--- src/rtl/rotate_pkg.sv ---
// Shared types and the reference rotate function for the pipelined rotator.
// rotate_by works on a MAX_WIDTH container so one function serves every WIDTH.
package rotate_pkg;

    typedef enum logic {
        ROTATE_RIGHT = 1'b0,
        ROTATE_LEFT  = 1'b1
    } rotate_direction_t;

    localparam int unsigned MAX_WIDTH = 64;
    localparam int unsigned IDX_W     = $clog2(MAX_WIDTH);

    // Only the low `width` bits of data/result are meaningful; the rest stay zero.
    function automatic logic [MAX_WIDTH-1:0] rotate_by(
        input logic [MAX_WIDTH-1:0] data,
        input int unsigned          amount,
        input rotate_direction_t    direction,
        input int unsigned          width
    );
        logic [MAX_WIDTH-1:0] result;
        int unsigned          a;
        result = '0;
        a      = amount % width;
        for (int unsigned i = 0; i < MAX_WIDTH; i++) begin
            if (i < width) begin
                if (direction == ROTATE_RIGHT)
                    result[IDX_W'(i)] = data[IDX_W'((i + a) % width)];
                else
                    result[IDX_W'(i)] = data[IDX_W'((i + width - a) % width)];
            end
        end
        return result;
    endfunction

endpackage

--- src/rtl/rotate_pipelined_stage.sv ---
// One log-shifter stage: conditionally rotates by STEP using amount bit 0, then
// registers the result with the remaining amount bits behind a valid/ready slice.
module rotate_pipelined_stage
    import rotate_pkg::*;
#(
    parameter int unsigned WIDTH    = 8,
    parameter int unsigned AMOUNT_W = 3,
    parameter int unsigned STEP     = 1
) (
    input  logic                clock,
    input  logic                reset,
    input  logic                in_valid,
    output logic                in_ready,
    input  logic [WIDTH-1:0]    in_data,
    input  logic [AMOUNT_W-1:0] in_amount,
    input  rotate_direction_t   in_direction,
    output logic                out_valid,
    input  logic                out_ready,
    output logic [WIDTH-1:0]    out_data,
    output logic [AMOUNT_W-1:0] out_amount,
    output rotate_direction_t   out_direction
);

    logic                valid_q;
    logic [WIDTH-1:0]    data_q;
    logic [AMOUNT_W-1:0] amount_q;
    rotate_direction_t   direction_q;
    logic [WIDTH-1:0]    rotated;

    always_comb begin
        rotated = in_data;
        if (in_amount[0])
            rotated = WIDTH'(rotate_by(MAX_WIDTH'(in_data), STEP, in_direction, WIDTH));
    end

    // An empty slot always accepts, so bubbles collapse under a downstream stall.
    assign in_ready = !valid_q || out_ready;

    always_ff @(posedge clock) begin
        if (reset) begin
            valid_q     <= 1'b0;
            data_q      <= '0;
            amount_q    <= '0;
            direction_q <= ROTATE_RIGHT;
        end else if (in_ready) begin
            valid_q <= in_valid;
            if (in_valid) begin
                data_q      <= rotated;
                amount_q    <= in_amount >> 1;
                direction_q <= in_direction;
            end
        end
    end

    assign out_valid     = valid_q;
    assign out_data      = data_q;
    assign out_amount    = amount_q;
    assign out_direction = direction_q;

endmodule

--- src/rtl/rotate_pipelined.sv ---
// Dynamic pipelined rotator: AMOUNT_W stages, stage k rotating by 2^k mod WIDTH,
// chained through valid/ready so throughput is one transaction per cycle.
module rotate_pipelined
    import rotate_pkg::*;
#(
    parameter  int unsigned WIDTH    = 8,
    localparam int unsigned AMOUNT_W = $clog2(WIDTH)
) (
    input  logic                clock,
    input  logic                reset,
    input  logic                in_valid,
    output logic                in_ready,
    input  logic [WIDTH-1:0]    in_data,
    input  logic [AMOUNT_W-1:0] in_amount,
    input  logic                in_direction,
    output logic                out_valid,
    input  logic                out_ready,
    output logic [WIDTH-1:0]    out_data
);

    logic [AMOUNT_W:0]   stage_valid;
    logic [AMOUNT_W:0]   stage_ready;
    logic [WIDTH-1:0]    stage_data      [AMOUNT_W+1];
    logic [AMOUNT_W-1:0] stage_amount    [AMOUNT_W+1];
    rotate_direction_t   stage_direction [AMOUNT_W+1];

    logic [AMOUNT_W-1:0] amount_unused;
    rotate_direction_t   direction_unused;

    assign stage_valid[0]     = in_valid;
    assign stage_data[0]      = in_data;
    assign stage_amount[0]    = in_amount;
    assign stage_direction[0] = rotate_direction_t'(in_direction);
    assign in_ready           = stage_ready[0];

    assign stage_ready[AMOUNT_W] = out_ready;
    assign out_valid             = stage_valid[AMOUNT_W];
    assign out_data              = stage_data[AMOUNT_W];

    // The amount is fully consumed by the last stage; its tail is intentionally dropped.
    assign amount_unused    = stage_amount[AMOUNT_W];
    assign direction_unused = stage_direction[AMOUNT_W];

    for (genvar k = 0; k < AMOUNT_W; k++) begin : g_stage
        rotate_pipelined_stage #(
            .WIDTH   (WIDTH),
            .AMOUNT_W(AMOUNT_W),
            .STEP    ((2 ** k) % WIDTH)
        ) u_stage (
            .clock        (clock),
            .reset        (reset),
            .in_valid     (stage_valid[k]),
            .in_ready     (stage_ready[k]),
            .in_data      (stage_data[k]),
            .in_amount    (stage_amount[k]),
            .in_direction (stage_direction[k]),
            .out_valid    (stage_valid[k+1]),
            .out_ready    (stage_ready[k+1]),
            .out_data     (stage_data[k+1]),
            .out_amount   (stage_amount[k+1]),
            .out_direction(stage_direction[k+1])
        );
    end

endmodule
--- config.mk ---
export PLATFORM = sky130hd
export DESIGN_NAME = rotate_pipelined
export DESIGN_NICKNAME = d
export VERILOG_FILES = /design/src/rtl/rotate_pkg.sv /design/src/rtl/rotate_pipelined_stage.sv /design/src/rtl/rotate_pipelined.sv
export SDC_FILE = /design/constraint.sdc
export NUM_CORES = 1
export LEC_CHECK = 0
export BUFFER_PORTS_ARGS = -buffer_cell sky130_fd_sc_hd__buf_2
export CAP_MARGIN = 20
export CORE_ASPECT_RATIO = 1.4
export CORE_MARGIN = 2
export CORE_UTILIZATION = 59
export DETAILED_ROUTE_END_ITERATION = 8
export PLACE_DENSITY = 0.9
export SETUP_SLACK_MARGIN = 0.3
export SLEW_MARGIN = 20
export SYNTH_ARGS = -nofsm -noshare
export SYNTH_HDL_FRONTEND = slang
export SYNTH_SLANG_ARGS = --single-unit
--- constraint.sdc ---
create_clock -name clock -period 1.9 [get_ports clock]
set_input_delay 0 -clock clock [delete_from_list [all_inputs] [get_ports clock]]
set_output_delay 0 -clock clock [all_outputs]
set_load 0.1 [all_outputs]
==> summary.txt <==
Critical path
  – Worst r2r src: g_stage[1].u_stage.out_valid$_SDFFE_PP0P_
  – Worst-path cell chain: and4b_1, buf_12, inv_2, buf_4
  – Largest stage delay, worst path: roughly 0.4 ns
  – FF-to-FF path depth: 4
  – CP endpoint kind: output pin
  – R2R Path End: g_stage[0].u_stage.out_data[3]$_SDFFE_PP0P_
  – R2R setup slack: about 0.61 ns
  – Cell family with most CP delay: buffers and inverters
  – Crit Path Max Fanout: 20
  – Worst path buffer plus inverter count: 3
  – Worst setup path class: reg -> out
  – Worst Path Arrival: between 1.5 and 2 ns
  – Setup crit start kind: flop
  – CP max stage cell: dfxtp_4
  – Worst Path Required: roughly 1.9 ns

Timing
  – Worst rel slew slack: between 60 and 70%
  – Unrepaired setup endpoints after global routing: false
  – Period utilization: approximately four fifths
  – Least-Margin Pin Slew: approximately 0.49 ns
  – Maximum clock frequency: approximately 660 MHz
  – Final hold vios: 0
  – Worst setup margin: ~0.38 ns
  – Tmin final: approximately 1.5 ns
  – # setup viols final: 0
  – Setup_tns: 0 ns
  – Clk_skew: just over 0.005 ns
  – Final Max Tran Viols: 0

Route
  – Vias: about 1300
  – Detail Route Antenna Nets: 0
  – Initial DRC Count: 28
  – Drt via density: ~6
  – Drt total wl: 3.22 mm
  – TritonRoute pass-1 iters: 4
  – WL/cell: roughly 14 um
  – DRC viols: 0

Logic synthesis
  – Sequential share of the synthesized area: between 30% and 40%
  – Post-synthesis cell count: 169
  – Most frequent cells after synthesis: dfxtp_1, mux2i_1, a21oi_1, nor2_1, nand2b_1
  – Ys async rst share: 0%
  – Synth top area share: a little under two fifths
  – Synth top area cells: dfxtp_1, mux2i_1, a2111oi_2
  – Syn_nets: between 150 and 200
  – Count leader, synth: dfxtp_1
  – Synth area leader: dfxtp_1
  – Yosys reg bits: 31
  – Unique masters post-synth: 25
  – Mapped Area: 1620 um^2
  – EDFF count, synth: 0
  – Mapped Avg Cell Area: 9.59 um^2
  – Prevailing post-synth register cell: dfxtp_1
  – Yosys warnings: 0

Hold path
  – Hold wc startpoint: reset
  – WHS Endpoint: g_stage[2].u_stage.out_valid$_SDFFE_PP0P_
  – Hold Path Stages: 2
  – Hold Path Class: in -> reg

Placed design
  – Pre-CTS setup slack: 0.428 ns
  – Placed cell area: about 1700 um^2
  – GP Congestion: approximately 0.78
  – Final HPWL DP: ~2.4 mm
  – PortBufs: 25

Power
  – Reg power frac: approximately 55%
  – Clock group share of total power: 26.0%
  – Comb power frac: between 10% and 20%
  – Sw frac: 31.0%
  – Switching power total: 0.410 mW
  – Maximum vdd drop: approximately 0.42 mV
  – Int Power: 0.911 mW
  – Pwr Total: 1.32 mW
  – PD cells: about 740 nW/um^2
  – Pleak: 0.692 nW

Global routing
  – Pin count of the biggest net entering global routing: 21
  – First-pass GRT wire length: approximately 5.5 mm
  – GRT overflow: 0
  – Initial antenna violation count: 0
  – Vias in the first global route: roughly 1300
  – Total GRT Usage: between 20% and 30%

Floorplanning
  – I/O pin count: 26
  – Die ar.: between 3000 and 4000 um^2
  – Core Region: 2620 um^2
  – Row Count: 22
  – Die Height: around 66 um
  – Die width: a little under 50 um
  – Initial core utilization: roughly 62%

Clocking
  – H-tree depth: 2
  – Clk pin slew, worst setup/hold paths: approximately 0.090 ns
  – Clk_lat worst skew: 0.33 ns
  – Clock tree root driver cell: clkbuf_4
  – CTS buffer count: 5
  – Sinks on Clock Net: 31
  – CTS Buffer Depth: 2
  – CTS tree: built

Layout
  – Share of cells above drive strength 1: between 20% and 30%
  – Antenna diodes: 0
  – Nets: approximately 210
  – Final core occ: between 60 and 70%
  – Final instance area: approximately 1800 um^2
  – Area Growth Syn to Fin: 10.9%

Outcome
  – Outcome: finished clean

Job
  – Max_cap viols: 0
## cell families (layout without fill, tap and decap cells)
kind of cell	Yosys count	in the layout	share of synthesized area, %
AO/OA/AOI/OAI	60	60	28.3
flip-flops	31	31	38.3
buffers and inverters	20	41	7.34
AND/OR/NAND/NOR	34	34	11.2
multiplexers	24	24	14.8
## sequential cells by signal, summed over array words and instances (netlist names)
register,flops
g_stage.u_stage.out_direction,1
g_stage.u_stage.out_data,24
g_stage.u_stage.out_valid,3
g_stage.u_stage.out_amount,3
## power groups by stage
| stage | sequential [mW] | combinational (mW) | clock [mW] |
|---|---|---|---|
| 2_1_floorplan | 0.792 | 0.145 | 0 |
| 5_1_grt | 0.731 | 0.276 | 0.384 |
| 3_3_place_gp | 0.736 | 0.239 | 0 |
| 3_5_place_dp | 0.739 | 0.248 | 0 |
| 4_1_cts | 0.724 | 0.254 | 0.355 |
| 6_report | 0.724 | 0.253 | 0.344 |
## layout by cell type (no fill, tap or decap), types with 2 or more instances in the layout
master / n
dlygate4sd3_1: 3
a21oi_1: 23
nand3_1: 3
buf_2: 24
inv_2: 2
a211oi_1: 8
nand2b_1: 10
mux2i_1: 24
dfxtp_4: 2
a2111oi_2: 8
clkbuf_1: 2
clkbuf_4: 5
o211ai_1: 8
inv_1: 3
o21ai_0: 3
a22o_1: 8
nor2_1: 14
nor2_2: 2
dfxtp_1: 28
## repair_timing
| action | CTS | global route |
|---|---|---|
| resized for setup | 3 | 4 |
| pin swaps | 0 | 0 |
| hold buffers | 3 | 0 |
| hold endpoints to repair | 3 | 0 |
| endpoints found under the setup margin | 1 | 1 |
| setup buffers | 0 | 0 |
## how the worst max path moves through the flow
stage	start	endpoint	slack [ns]	cells after the start
2_1_floorplan	g_stage[2].u_stage.out_valid$_SDFFE_PP0P_	g_stage[0].u_stage.out_amount[0]$_SDFFE_PP0P_	0.36	5
3_3_place_gp	g_stage[1].u_stage.out_valid$_SDFFE_PP0P_	in_ready	0.52	4
3_5_place_dp	g_stage[1].u_stage.out_valid$_SDFFE_PP0P_	g_stage[1].u_stage.out_data[6]$_SDFFE_PP0P_	0.43	3
4_1_cts	g_stage[1].u_stage.out_valid$_SDFFE_PP0P_	in_ready	0.32	4
5_1_grt	g_stage[1].u_stage.out_valid$_SDFFE_PP0P_	in_ready	0.31	4
6_report	g_stage[1].u_stage.out_valid$_SDFFE_PP0P_	in_ready	0.38	4
## area by class of cell
type	count	area, um^2
clock buffers	7	45.0
multi-input cells	118	881
flip-flops and latches	31	629
inverters	5	18.8
fillers	210	818
repair buffers	29	178
well taps	36	45.0
## metal layers
metal	track usage (%)	vias up	share of wire (%)
met5	0	-	0
met4	12.8	0	3.0
met3	8.20	11	4.3
met2	42.8	40	56
met1	23.5	622	37
li1	-	670	-
## through the flow
stage	hold WS, ns	cells
detailed placement	0.280	216
finish	0.0541	226
global placement	0.270	216
global route	0.0627	226
CTS	0.0460	226
floorplan	0.148	169
No activity file was read; power rests on OpenSTA's default activity.
